--- config.mk ---
export PLATFORM = sky130hd
export DESIGN_NAME = link_peer_flat
export DESIGN_NICKNAME = d
export VERILOG_FILES = /design/src/rtl/link_peer_if.sv /design/src/rtl/link_peer.sv /design/src/flat_wrapper.sv
export SDC_FILE = /design/constraint.sdc
export NUM_CORES = 1
export LEC_CHECK = 0
export BUFFER_PORTS_ARGS = -buffer_cell sky130_fd_sc_hd__buf_2
export CAP_MARGIN = 20
export CORE_AREA = 2 2 75 106
export CTS_CLUSTER_DIAMETER = 100
export DETAILED_ROUTE_END_ITERATION = 10
export DIE_AREA = 0 0 77 108
export PLACE_DENSITY_LB_ADDON = 0.12
export SLEW_MARGIN = 15
export SYNTH_ARGS = -nofsm -noshare
export SYNTH_HDL_FRONTEND = slang
export SYNTH_SLANG_ARGS = --single-unit
--- constraint.sdc ---
create_clock -name clk -period 4.85 [get_ports clk]
set_clock_uncertainty 0.2 [all_clocks]
set_input_delay 0.2425 -clock clk [delete_from_list [all_inputs] [get_ports clk]]
set_output_delay 0.2425 -clock clk [all_outputs]
set_load 0.005 [all_outputs]
--- src/rtl/link_peer_if.sv ---
// Signal bundle between the link_peer core and its surroundings: the Game Boy serial
// pins plus the host byte handshakes. The slave modport is the peer's view.
interface link_peer_if;
  logic       gb_active;
  logic       gb_int_clock;
  logic       gb_clk_in;
  logic       gb_data_in;
  logic       gb_clk_out;
  logic       gb_data_out;
  logic [7:0] tx_byte;
  logic       tx_valid;
  logic       tx_ready;
  logic [7:0] rx_byte;
  logic       rx_valid;
  logic       rx_ready;
  logic       rx_overflow;
  logic       busy;

  modport slave (
    input  gb_active, gb_int_clock, gb_clk_in, gb_data_in, tx_byte, tx_valid, rx_ready,
    output gb_clk_out, gb_data_out, tx_ready, rx_byte, rx_valid, rx_overflow, busy
  );

  modport master (
    output gb_active, gb_int_clock, gb_clk_in, gb_data_in, tx_byte, tx_valid, rx_ready,
    input  gb_clk_out, gb_data_out, tx_ready, rx_byte, rx_valid, rx_overflow, busy
  );
endinterface

--- src/rtl/link_peer.sv ---
// Link-cable peer for a Game Boy serial port: exchanges one byte per transfer, either
// following the GB's clock (slave) or generating the serial clock itself (master).
module link_peer #(
  parameter int unsigned CLK_DIV = 511,
  parameter int unsigned TIMEOUT = 4095
) (
  input logic        clk,
  input logic        rst_n,
  link_peer_if.slave bus
);

  localparam int unsigned DivW = (CLK_DIV > 0) ? $clog2(CLK_DIV + 1) : 1;
  localparam int unsigned ToW  = (TIMEOUT > 0) ? $clog2(TIMEOUT + 1) : 1;
  localparam logic [DivW-1:0] DivMax = DivW'(CLK_DIV);
  localparam logic [ToW-1:0]  ToMax  = ToW'(TIMEOUT);

  localparam logic [2:0] StIdle     = 3'd0;
  localparam logic [2:0] StSlave    = 3'd1;
  localparam logic [2:0] StMasterLo = 3'd2;
  localparam logic [2:0] StMasterHi = 3'd3;
  localparam logic [2:0] StDone     = 3'd4;

  logic [2:0]      state_q, state_d;
  logic            clk_prev_q;
  logic [7:0]      tx_shift_q, tx_shift_d;
  logic [7:0]      rx_shift_q, rx_shift_d;
  logic [3:0]      bit_cnt_q, bit_cnt_d;
  logic [ToW-1:0]  to_cnt_q, to_cnt_d, to_cnt_inc;
  logic [DivW-1:0] div_cnt_q, div_cnt_d;
  logic            data_out_q, data_out_d;
  logic            tx_ready_q, tx_ready_d;
  logic [7:0]      rx_byte_q, rx_byte_d;
  logic            rx_valid_q, rx_valid_d;
  logic            rx_overflow_q, rx_overflow_d;
  logic            gb_fall, gb_rise;

  assign gb_fall    = clk_prev_q & ~bus.gb_clk_in;
  assign gb_rise    = ~clk_prev_q & bus.gb_clk_in;
  assign to_cnt_inc = (to_cnt_q == ToMax) ? to_cnt_q : to_cnt_q + ToW'(1);

  always_comb begin
    state_d       = state_q;
    tx_shift_d    = tx_shift_q;
    rx_shift_d    = rx_shift_q;
    bit_cnt_d     = bit_cnt_q;
    to_cnt_d      = to_cnt_q;
    div_cnt_d     = div_cnt_q;
    data_out_d    = data_out_q;
    tx_ready_d    = 1'b0;
    rx_byte_d     = rx_byte_q;
    rx_valid_d    = rx_valid_q;
    rx_overflow_d = rx_overflow_q;

    if (rx_valid_q && bus.rx_ready) rx_valid_d = 1'b0;

    unique case (state_q)
      StIdle: begin
        if (bus.gb_active && bus.gb_int_clock) begin
          // Nothing queued: answer with 0xFF, as an unplugged cable would.
          state_d    = StSlave;
          tx_shift_d = bus.tx_valid ? bus.tx_byte : 8'hFF;
          tx_ready_d = bus.tx_valid;
          data_out_d = 1'b1;
          bit_cnt_d  = 4'd0;
          to_cnt_d   = '0;
        end else if (bus.gb_active && bus.tx_valid) begin
          state_d    = StMasterLo;
          tx_shift_d = bus.tx_byte;
          tx_ready_d = 1'b1;
          data_out_d = bus.tx_byte[7];
          bit_cnt_d  = 4'd0;
          div_cnt_d  = '0;
        end
      end
      StSlave: begin
        if (gb_rise) begin
          rx_shift_d = {rx_shift_q[6:0], bus.gb_data_in};
          tx_shift_d = {tx_shift_q[6:0], 1'b1};
          bit_cnt_d  = bit_cnt_q + 4'd1;
          to_cnt_d   = '0;
          if (bit_cnt_q == 4'd7) state_d = StDone;
        end else if (gb_fall) begin
          data_out_d = tx_shift_q[7];
          to_cnt_d   = '0;
        end else begin
          to_cnt_d = to_cnt_inc;
          if (to_cnt_inc == ToMax) state_d = StIdle;
        end
      end
      StMasterLo: begin
        if (!bus.gb_active) begin
          state_d = StIdle;
        end else if (div_cnt_q == DivMax) begin
          state_d    = StMasterHi;
          div_cnt_d  = '0;
          rx_shift_d = {rx_shift_q[6:0], bus.gb_data_in};
          tx_shift_d = {tx_shift_q[6:0], 1'b1};
          bit_cnt_d  = bit_cnt_q + 4'd1;
        end else begin
          div_cnt_d = div_cnt_q + DivW'(1);
        end
      end
      StMasterHi: begin
        if (!bus.gb_active) begin
          state_d = StIdle;
        end else if (div_cnt_q == DivMax) begin
          div_cnt_d = '0;
          if (bit_cnt_q == 4'd8) begin
            state_d = StDone;
          end else begin
            state_d    = StMasterLo;
            data_out_d = tx_shift_q[7];
          end
        end else begin
          div_cnt_d = div_cnt_q + DivW'(1);
        end
      end
      StDone: begin
        state_d    = StIdle;
        rx_byte_d  = rx_shift_q;
        rx_valid_d = 1'b1;
        if (rx_valid_q && !bus.rx_ready) rx_overflow_d = 1'b1;
      end
      default: state_d = StIdle;
    endcase
  end

  always_ff @(posedge clk or negedge rst_n) begin
    if (!rst_n) begin
      state_q       <= StIdle;
      clk_prev_q    <= 1'b1;
      tx_shift_q    <= 8'h00;
      rx_shift_q    <= 8'h00;
      bit_cnt_q     <= 4'd0;
      to_cnt_q      <= '0;
      div_cnt_q     <= '0;
      data_out_q    <= 1'b1;
      tx_ready_q    <= 1'b0;
      rx_byte_q     <= 8'h00;
      rx_valid_q    <= 1'b0;
      rx_overflow_q <= 1'b0;
    end else begin
      state_q       <= state_d;
      clk_prev_q    <= bus.gb_clk_in;
      tx_shift_q    <= tx_shift_d;
      rx_shift_q    <= rx_shift_d;
      bit_cnt_q     <= bit_cnt_d;
      to_cnt_q      <= to_cnt_d;
      div_cnt_q     <= div_cnt_d;
      data_out_q    <= data_out_d;
      tx_ready_q    <= tx_ready_d;
      rx_byte_q     <= rx_byte_d;
      rx_valid_q    <= rx_valid_d;
      rx_overflow_q <= rx_overflow_d;
    end
  end

  assign bus.gb_clk_out  = (state_q != StMasterLo);
  assign bus.gb_data_out = (state_q == StIdle) ? 1'b1 : data_out_q;
  assign bus.tx_ready    = tx_ready_q;
  assign bus.rx_byte     = rx_byte_q;
  assign bus.rx_valid    = rx_valid_q;
  assign bus.rx_overflow = rx_overflow_q;
  assign bus.busy        = (state_q != StIdle);

endmodule

--- src/flat_wrapper.sv ---
// flat-port wrapper written by rule: the top's interface ports become plain ports
module link_peer_flat 
#(
  parameter int unsigned CLK_DIV = 511,
  parameter int unsigned TIMEOUT = 4095
)
  (clk, rst_n, bus_gb_active, bus_gb_int_clock, bus_gb_clk_in, bus_gb_data_in, bus_tx_byte, bus_tx_valid, bus_rx_ready, bus_gb_clk_out, bus_gb_data_out, bus_tx_ready, bus_rx_byte, bus_rx_valid, bus_rx_overflow, bus_busy);
  link_peer_if bus_i ();
  input logic clk;
  input logic rst_n;
  input wire logic [$bits(bus_i.gb_active)-1:0] bus_gb_active;
  input wire logic [$bits(bus_i.gb_int_clock)-1:0] bus_gb_int_clock;
  input wire logic [$bits(bus_i.gb_clk_in)-1:0] bus_gb_clk_in;
  input wire logic [$bits(bus_i.gb_data_in)-1:0] bus_gb_data_in;
  input wire logic [$bits(bus_i.tx_byte)-1:0] bus_tx_byte;
  input wire logic [$bits(bus_i.tx_valid)-1:0] bus_tx_valid;
  input wire logic [$bits(bus_i.rx_ready)-1:0] bus_rx_ready;
  output wire logic [$bits(bus_i.gb_clk_out)-1:0] bus_gb_clk_out;
  output wire logic [$bits(bus_i.gb_data_out)-1:0] bus_gb_data_out;
  output wire logic [$bits(bus_i.tx_ready)-1:0] bus_tx_ready;
  output wire logic [$bits(bus_i.rx_byte)-1:0] bus_rx_byte;
  output wire logic [$bits(bus_i.rx_valid)-1:0] bus_rx_valid;
  output wire logic [$bits(bus_i.rx_overflow)-1:0] bus_rx_overflow;
  output wire logic [$bits(bus_i.busy)-1:0] bus_busy;
  assign bus_i.gb_active = bus_gb_active;
  assign bus_i.gb_int_clock = bus_gb_int_clock;
  assign bus_i.gb_clk_in = bus_gb_clk_in;
  assign bus_i.gb_data_in = bus_gb_data_in;
  assign bus_i.tx_byte = bus_tx_byte;
  assign bus_i.tx_valid = bus_tx_valid;
  assign bus_i.rx_ready = bus_rx_ready;
  assign bus_gb_clk_out = bus_i.gb_clk_out;
  assign bus_gb_data_out = bus_i.gb_data_out;
  assign bus_tx_ready = bus_i.tx_ready;
  assign bus_rx_byte = bus_i.rx_byte;
  assign bus_rx_valid = bus_i.rx_valid;
  assign bus_rx_overflow = bus_i.rx_overflow;
  assign bus_busy = bus_i.busy;
  link_peer #(.CLK_DIV(CLK_DIV), .TIMEOUT(TIMEOUT)) u_core (.clk(clk), .rst_n(rst_n), .bus(bus_i));
endmodule
After elaboration in Yosys (flattened, before gate mapping):

Cells that the tools add are included.

* flip-flop bits (word level): 57
* input bits: 16
* output and inout bits: 14

* $add $sub $neg: 3
* equality and inequality tests: 28
* multiplexer cells: 53
* bitwise operators: 4
* reduce and logical (&&, ||, !) cells: 21

Operators with widths (count)
* $mux W8: 9
* $mux W12: 4
* $mux W9: 4
* $mux W3: 11
* $eq A12 B12 Y1 const B: 2
* $pmux W12 S2: 1
* $pmux W8 S3: 1
* $mux W4: 5
* $pmux W9 S2: 1
* $pmux W8 S2: 1
* $ne A2 B1 Y1 const B: 7
* $mux W1: 13
* $add A12 B1 Y12 const B: 1
* $pmux W3 S4: 1
* $pmux W4 S3: 1
* $ne A2 B2 Y1 const B: 5
* $add A9 B1 Y9 const B: 1
* $eq A9 B9 Y1 const B: 1
* $ne A3 B2 Y1 const B: 3
* $reduce_bool A3 Y1: 3
* $reduce_and A4 Y1: 2
* $reduce_bool A2 Y1: 4
* $reduce_and A7 Y1: 1
* $eq A3 B2 Y1 const B: 2
* other kinds (17): 25

Depth between registers and ports, before layout:

* depth in word-level cells: 7
* gate-level depth with buffers: 11
* depth with buffers taken out: 10

Worst setup path after synthesis:

No wires, ideal clock.

* path kind: reg-to-reg
* start: reg u_core.div_cnt_q[0]
* end: reg u_core.rx_shift_q[1]
* library setup time: 0.125 ns
* arrival time: 2.201 ns
* data required time: 4.525 ns
* path slack: 2.325 ns
* stages on the path, launching flop included: 11
* path buffers: 1
* clock period less this slack: 2.525 ns
* cell sequence: dfrtp_1 -> ha_1 -> and3_1 -> and3_1 -> and3_1 -> ha_1 -> nand3_1 -> o32a_1 -> nor2_1 -> buf_2 -> mux2_2

* longest elaborated chain between the ends: 3

RTL lines
* from (decl): line link_peer.sv:29 `logic [DivW-1:0] div_cnt_q, div_cnt_d;`
* from (signal assigned): line link_peer.sv:149 `div_cnt_q <= div_cnt_d;`
* $eq A9 B9 Y1: line link_peer.sv:93 `end else if (div_cnt_q == DivMax) begin`
* $ne A2 B1 Y1 (no line)
* $reduce_and A4 Y1 (no line)
* to (signal assigned): line link_peer.sv:146 `rx_shift_q <= rx_shift_d;`
* to (decl): line link_peer.sv:26 `logic [7:0] rx_shift_q, rx_shift_d;`

No other way between the ends.
A chain may end at the register's enable or synchronous reset.

Final worst setup path:

* start: reg u_core.div_cnt_q[0]
* end: reg u_core.rx_shift_q[6]

The elaborated chain is that of the path after synthesis.

==> tab_implementation.tex <==
\begin{tabular}{lr}
\hline
Metric & Value \\
\hline
\multicolumn{2}{l}{\textbf{Place}} \\
Global placer's final weighted congestion & 0.8320 \\
Placed cell count & 437 \\
Pre-CTS worst setup slack & 1.761 ns \\
HPWL after detailed placement & 4534 um \\
Number of I/O port buffers & 29 \\
\multicolumn{2}{l}{\textbf{Yosys}} \\
Most frequent cell after synthesis & sky130\_fd\_sc\_hd\_\_dfrtp\_1 \\
Number of distinct library cells after synthesis & 65 \\
Post-synth EDFFs & 0 \\
Nets in the synthesized netlist & 348 \\
Commonest cells in the netlist & sky130\_fd\_sc\_hd\_\_dfrtp\_1 (55), sky130\_fd\_sc\_hd\_\_nand2\_1 (34), sky130\_fd\_sc\_hd\_\_mux2\_2 (25), sky130\_fd\_sc\_hd\_\_nor2\_1 (25), sky130\_fd\_sc\_hd\_\_o21ai\_0 (21) \\
Count of mapped cells out of synthesis & 327 \\
Cell type with the largest total area after synthesis & sky130\_fd\_sc\_hd\_\_dfrtp\_1 \\
Cells taking the most area after synthesis & sky130\_fd\_sc\_hd\_\_dfrtp\_1 (43\%), sky130\_fd\_sc\_hd\_\_mux2\_2 (8.7\%), sky130\_fd\_sc\_hd\_\_nand2\_1 (4.0\%) \\
Synth warnings & 0 \\
Most used DFF post-synth & sky130\_fd\_sc\_hd\_\_dfrtp\_1 \\
Yosys reg bits & 57 \\
Area fraction of the dominant cell type after synthesis & 42.72\% \\
Syn\_area\_per\_cell & 9.853 um2 \\
Sequential fraction of the synthesis area & 44.35\% \\
Netlist Area Pre-Place & 3222 um2 \\
Async set-or-reset flop fraction in the synthesized netlist & 100.0\% \\
\multicolumn{2}{l}{\textbf{Clock tree}} \\
Clock transition at the registers of the reported paths & 0.07 ns \\
TritonCTS clock tree & yes \\
H-tree depth reported by CTS & 3 \\
Cts bufs inserted & 9 \\
Post-CTS setup buffers & 0 \\
Clock Root Buffer & sky130\_fd\_sc\_hd\_\_clkbuf\_8 \\
Clock sink count & 57 \\
Clock Path Buffers & 2 \\
Worst-Skew Late Latency & 0.34 ns \\
\multicolumn{2}{l}{\textbf{Timing}} \\
Final period util & 63.21\% \\
Number of endpoints failing setup at the final stage & 0 \\
Unrepaired setup endpoints after global routing & no \\
Measured slew at the worst slew-check pin & 0.8678 ns \\
Number of hold violations in the final report & 0 \\
Min cycle time layout & 3.066 ns \\
Final total negative setup slack & 0 ns \\
Final worst-path setup slack & 1.784 ns \\
Count of final max-slew check failures & 0 \\
Highest clock frequency the design can meet & 0.3262 GHz \\
Max transition margin & 41.93\% \\
\multicolumn{2}{l}{\textbf{Die}} \\
Overall die area & 8316 um2 \\
IO Count & 30 \\
Chip Width & 77 um \\
Overall die height & 108 um \\
Starting Density & 44.05\% \\
Number of cell rows & 37 \\
Core box area & 7315 um2 \\
\multicolumn{2}{l}{\textbf{Drt}} \\
Detailed-route DRC error count & 0 \\
Sum of routed wire length over all layers & 6658 um \\
Final antenna-violating net count & 0 \\
Iteration count of the initial detailed-routing pass & 4 \\
Vias per Instance & 5.510 \\
Wire length per cell & 14.51 um \\
DR iter-0 viols & 93 \\
Via count & 2529 \\
\multicolumn{2}{l}{\textbf{Worst setup path}} \\
Worst setup EP type & register \\
Critical path launch point & u\_core.div\_cnt\_q[0] \\
R2r startpoint & u\_core.div\_cnt\_q[0] \\
Required time at the endpoint of the critical path & 4.87 ns \\
Maximum fanout count along the critical path & 11 \\
Nature of the critical path startpoint & register \\
Endpoint arrival time on the critical path & 3.09 ns \\
Critical path class & register to register \\
\multicolumn{2}{l}{\textbf{Layout}} \\
\# fillers & 713 \\
Final nets & 378 \\
Final cell count without fillers & 459 \\
Count of antenna diodes in the layout & 0 \\
Share of final-layout standard cells stronger than drive strength 1 & 25.14\% \\
Area grow syn2layout & 14.41\% \\
\multicolumn{2}{l}{\textbf{Global routing}} \\
Number of global-route vias before repair & 2469 \\
Global-route total usage across every layer & 17.27\% \\
Maximum number of pins on one net before global-route repair & 58 \\
Overall overflow remaining after global route & 0 \\
Number of antenna violations at the first check in global routing & 0 \\
Global-route wire length before repair & 11530 um \\
\multicolumn{2}{l}{\textbf{Pwr}} \\
Worst-case vdd ir drop & 0.2493 mV \\
Pwr Density & 478.8 nW/um2 \\
Leakage power total & 1.675 nW \\
\multicolumn{2}{l}{\textbf{Min path}} \\
Beginning of the worst hold path & bus\_tx\_byte[0] \\
HP Class & input pin to register \\
\multicolumn{2}{l}{\textbf{Run}} \\
Total of max-cap violations & 0 \\
\multicolumn{2}{l}{\textbf{Status}} \\
Result of the run & complete, no violations \\
\hline
\end{tabular}
[kinds of logic after synthesis]
group	count (synthesis)	share of synthesized area, %
xor+xnor	3	0.8157
flops	57	44.35
simple gates	120	20.97
fa+ha+maj	5	1.942
buf+inv	31	4.699
compound gates	82	17.24
mux	29	9.981
[cells in the final DEF (no fill, tap or decap), types with 4 or more instances in the layout]
| cell type | Yosys | layout |
|---|---|---|
| sky130_fd_sc_hd__dfrtp_1 | 55 | 55 |
| sky130_fd_sc_hd__nand2_1 | 34 | 34 |
| sky130_fd_sc_hd__buf_2 | 12 | 29 |
| sky130_fd_sc_hd__nor2_1 | 25 | 25 |
| sky130_fd_sc_hd__mux2_2 | 25 | 25 |
| sky130_fd_sc_hd__o21ai_0 | 21 | 21 |
| sky130_fd_sc_hd__inv_1 | 13 | 13 |
| sky130_fd_sc_hd__o21ai_1 | 13 | 13 |
| sky130_fd_sc_hd__nand3_1 | 9 | 9 |
| sky130_fd_sc_hd__a21oi_1 | 9 | 9 |
| sky130_fd_sc_hd__clkbuf_8 | 0 | 9 |
| sky130_fd_sc_hd__and3_1 | 8 | 8 |
| sky130_fd_sc_hd__dlygate4sd3_1 | 0 | 6 |
| sky130_fd_sc_hd__or3_1 | 5 | 5 |
| sky130_fd_sc_hd__nand2b_1 | 5 | 5 |
| sky130_fd_sc_hd__nand3b_1 | 5 | 5 |
| sky130_fd_sc_hd__o31ai_1 | 5 | 5 |
| sky130_fd_sc_hd__ha_1 | 5 | 5 |
| sky130_fd_sc_hd__mux2i_1 | 4 | 4 |
| sky130_fd_sc_hd__a22o_1 | 4 | 4 |
[metal layers]
layer | global-route usage, % | part of all wire [%]
met1 | 21.46 | 44
met2 | 28.70 | 51
met3 | 3.840 | 3.3
met4 | 8.163 | 1.8
met5 | 0 | 0
[cell type report]
type | instances | area (um2) | share of cell area [%]
clock inverter | 7 | 101.3 | 2.749
clock buffer | 9 | 123.9 | 3.360
inverter | 13 | 48.80 | 1.324
tap | 97 | 121.4 | 3.293
multi-input combinational | 239 | 1642 | 44.53
sequential | 57 | 1429 | 38.76
timing repair buffer | 37 | 220.2 | 5.974
[power breakdown]
part	switching, mW	internal, mW	total [mW]
clock	0.213	0.293	0.507
sequential	0.125	0.613	0.737
combinational	0.259	0.262	0.521
total	0.597	1.17	1.76
[final timing paths]
| path | endpoint | cells after the start | slack [ns] |
|---|---|---|---|
| worst max-delay path | u_core.rx_shift_q[6] | 9 | 1.78 |
| worst min-delay path | u_core.tx_shift_q[0] | 3 | 0.02 |
| worst max register to register | u_core.rx_shift_q[6] | 9 | 1.78 |
| worst min register to register | u_core.bus.rx_overflow | 1 | 0.28 |
| max in group asynchronous | u_core.bus.rx_byte[7] | 3 | 3.57 |
| min in group asynchronous | u_core.to_cnt_q[11] | 3 | 0.37 |
[per-stage QoR]
stage          utilization [%]  hold WS (ns)  area (um2)  power, mW
2_1_floorplan                -       -0.2531        3222      1.136
3_3_place_gp             46.49        0.1819        3401      1.264
3_5_place_dp             46.49        0.1875        3401      1.270
4_1_cts                  50.39       0.01027        3686      1.787
5_1_grt                  50.39       0.01835        3686      1.900
6_report                 50.39       0.01999        3686      1.765
[sequential cells by signal, indices dropped and copies added (netlist names)]
signal / count
u_core.rx_shift_q: 8
u_core.clk_prev_q: 1
u_core.div_cnt_q: 9
u_core.bus.rx_valid: 1
u_core.bus.rx_overflow: 1
u_core.bit_cnt_q: 4
u_core.tx_shift_q: 8
u_core.to_cnt_q: 12
u_core.bus.rx_byte: 8
u_core.bus.tx_ready: 1
u_core.state_q: 3
u_core.data_out_q: 1
[worst max-delay path: stages, from the launching register on]
cell and delay [ns]:
sky130_fd_sc_hd__dfrtp_1 0.38, sky130_fd_sc_hd__ha_1 0.20, sky130_fd_sc_hd__and3_1 0.19, sky130_fd_sc_hd__and3_1 0.20, sky130_fd_sc_hd__and3_1 0.18, sky130_fd_sc_hd__ha_1 0.19, sky130_fd_sc_hd__nand3_1 0.17, sky130_fd_sc_hd__o32a_1 0.23
sky130_fd_sc_hd__nor2_1 0.60, sky130_fd_sc_hd__mux2_2 0.42
[repair_timing]
item | 4_1_cts | 5_1_grt
endpoints found under the hold margin | 59 | 0
resized for setup | 0 | 0
hold buffers | 6 | 0
Note: power is estimated with default switching activity, not from simulation.
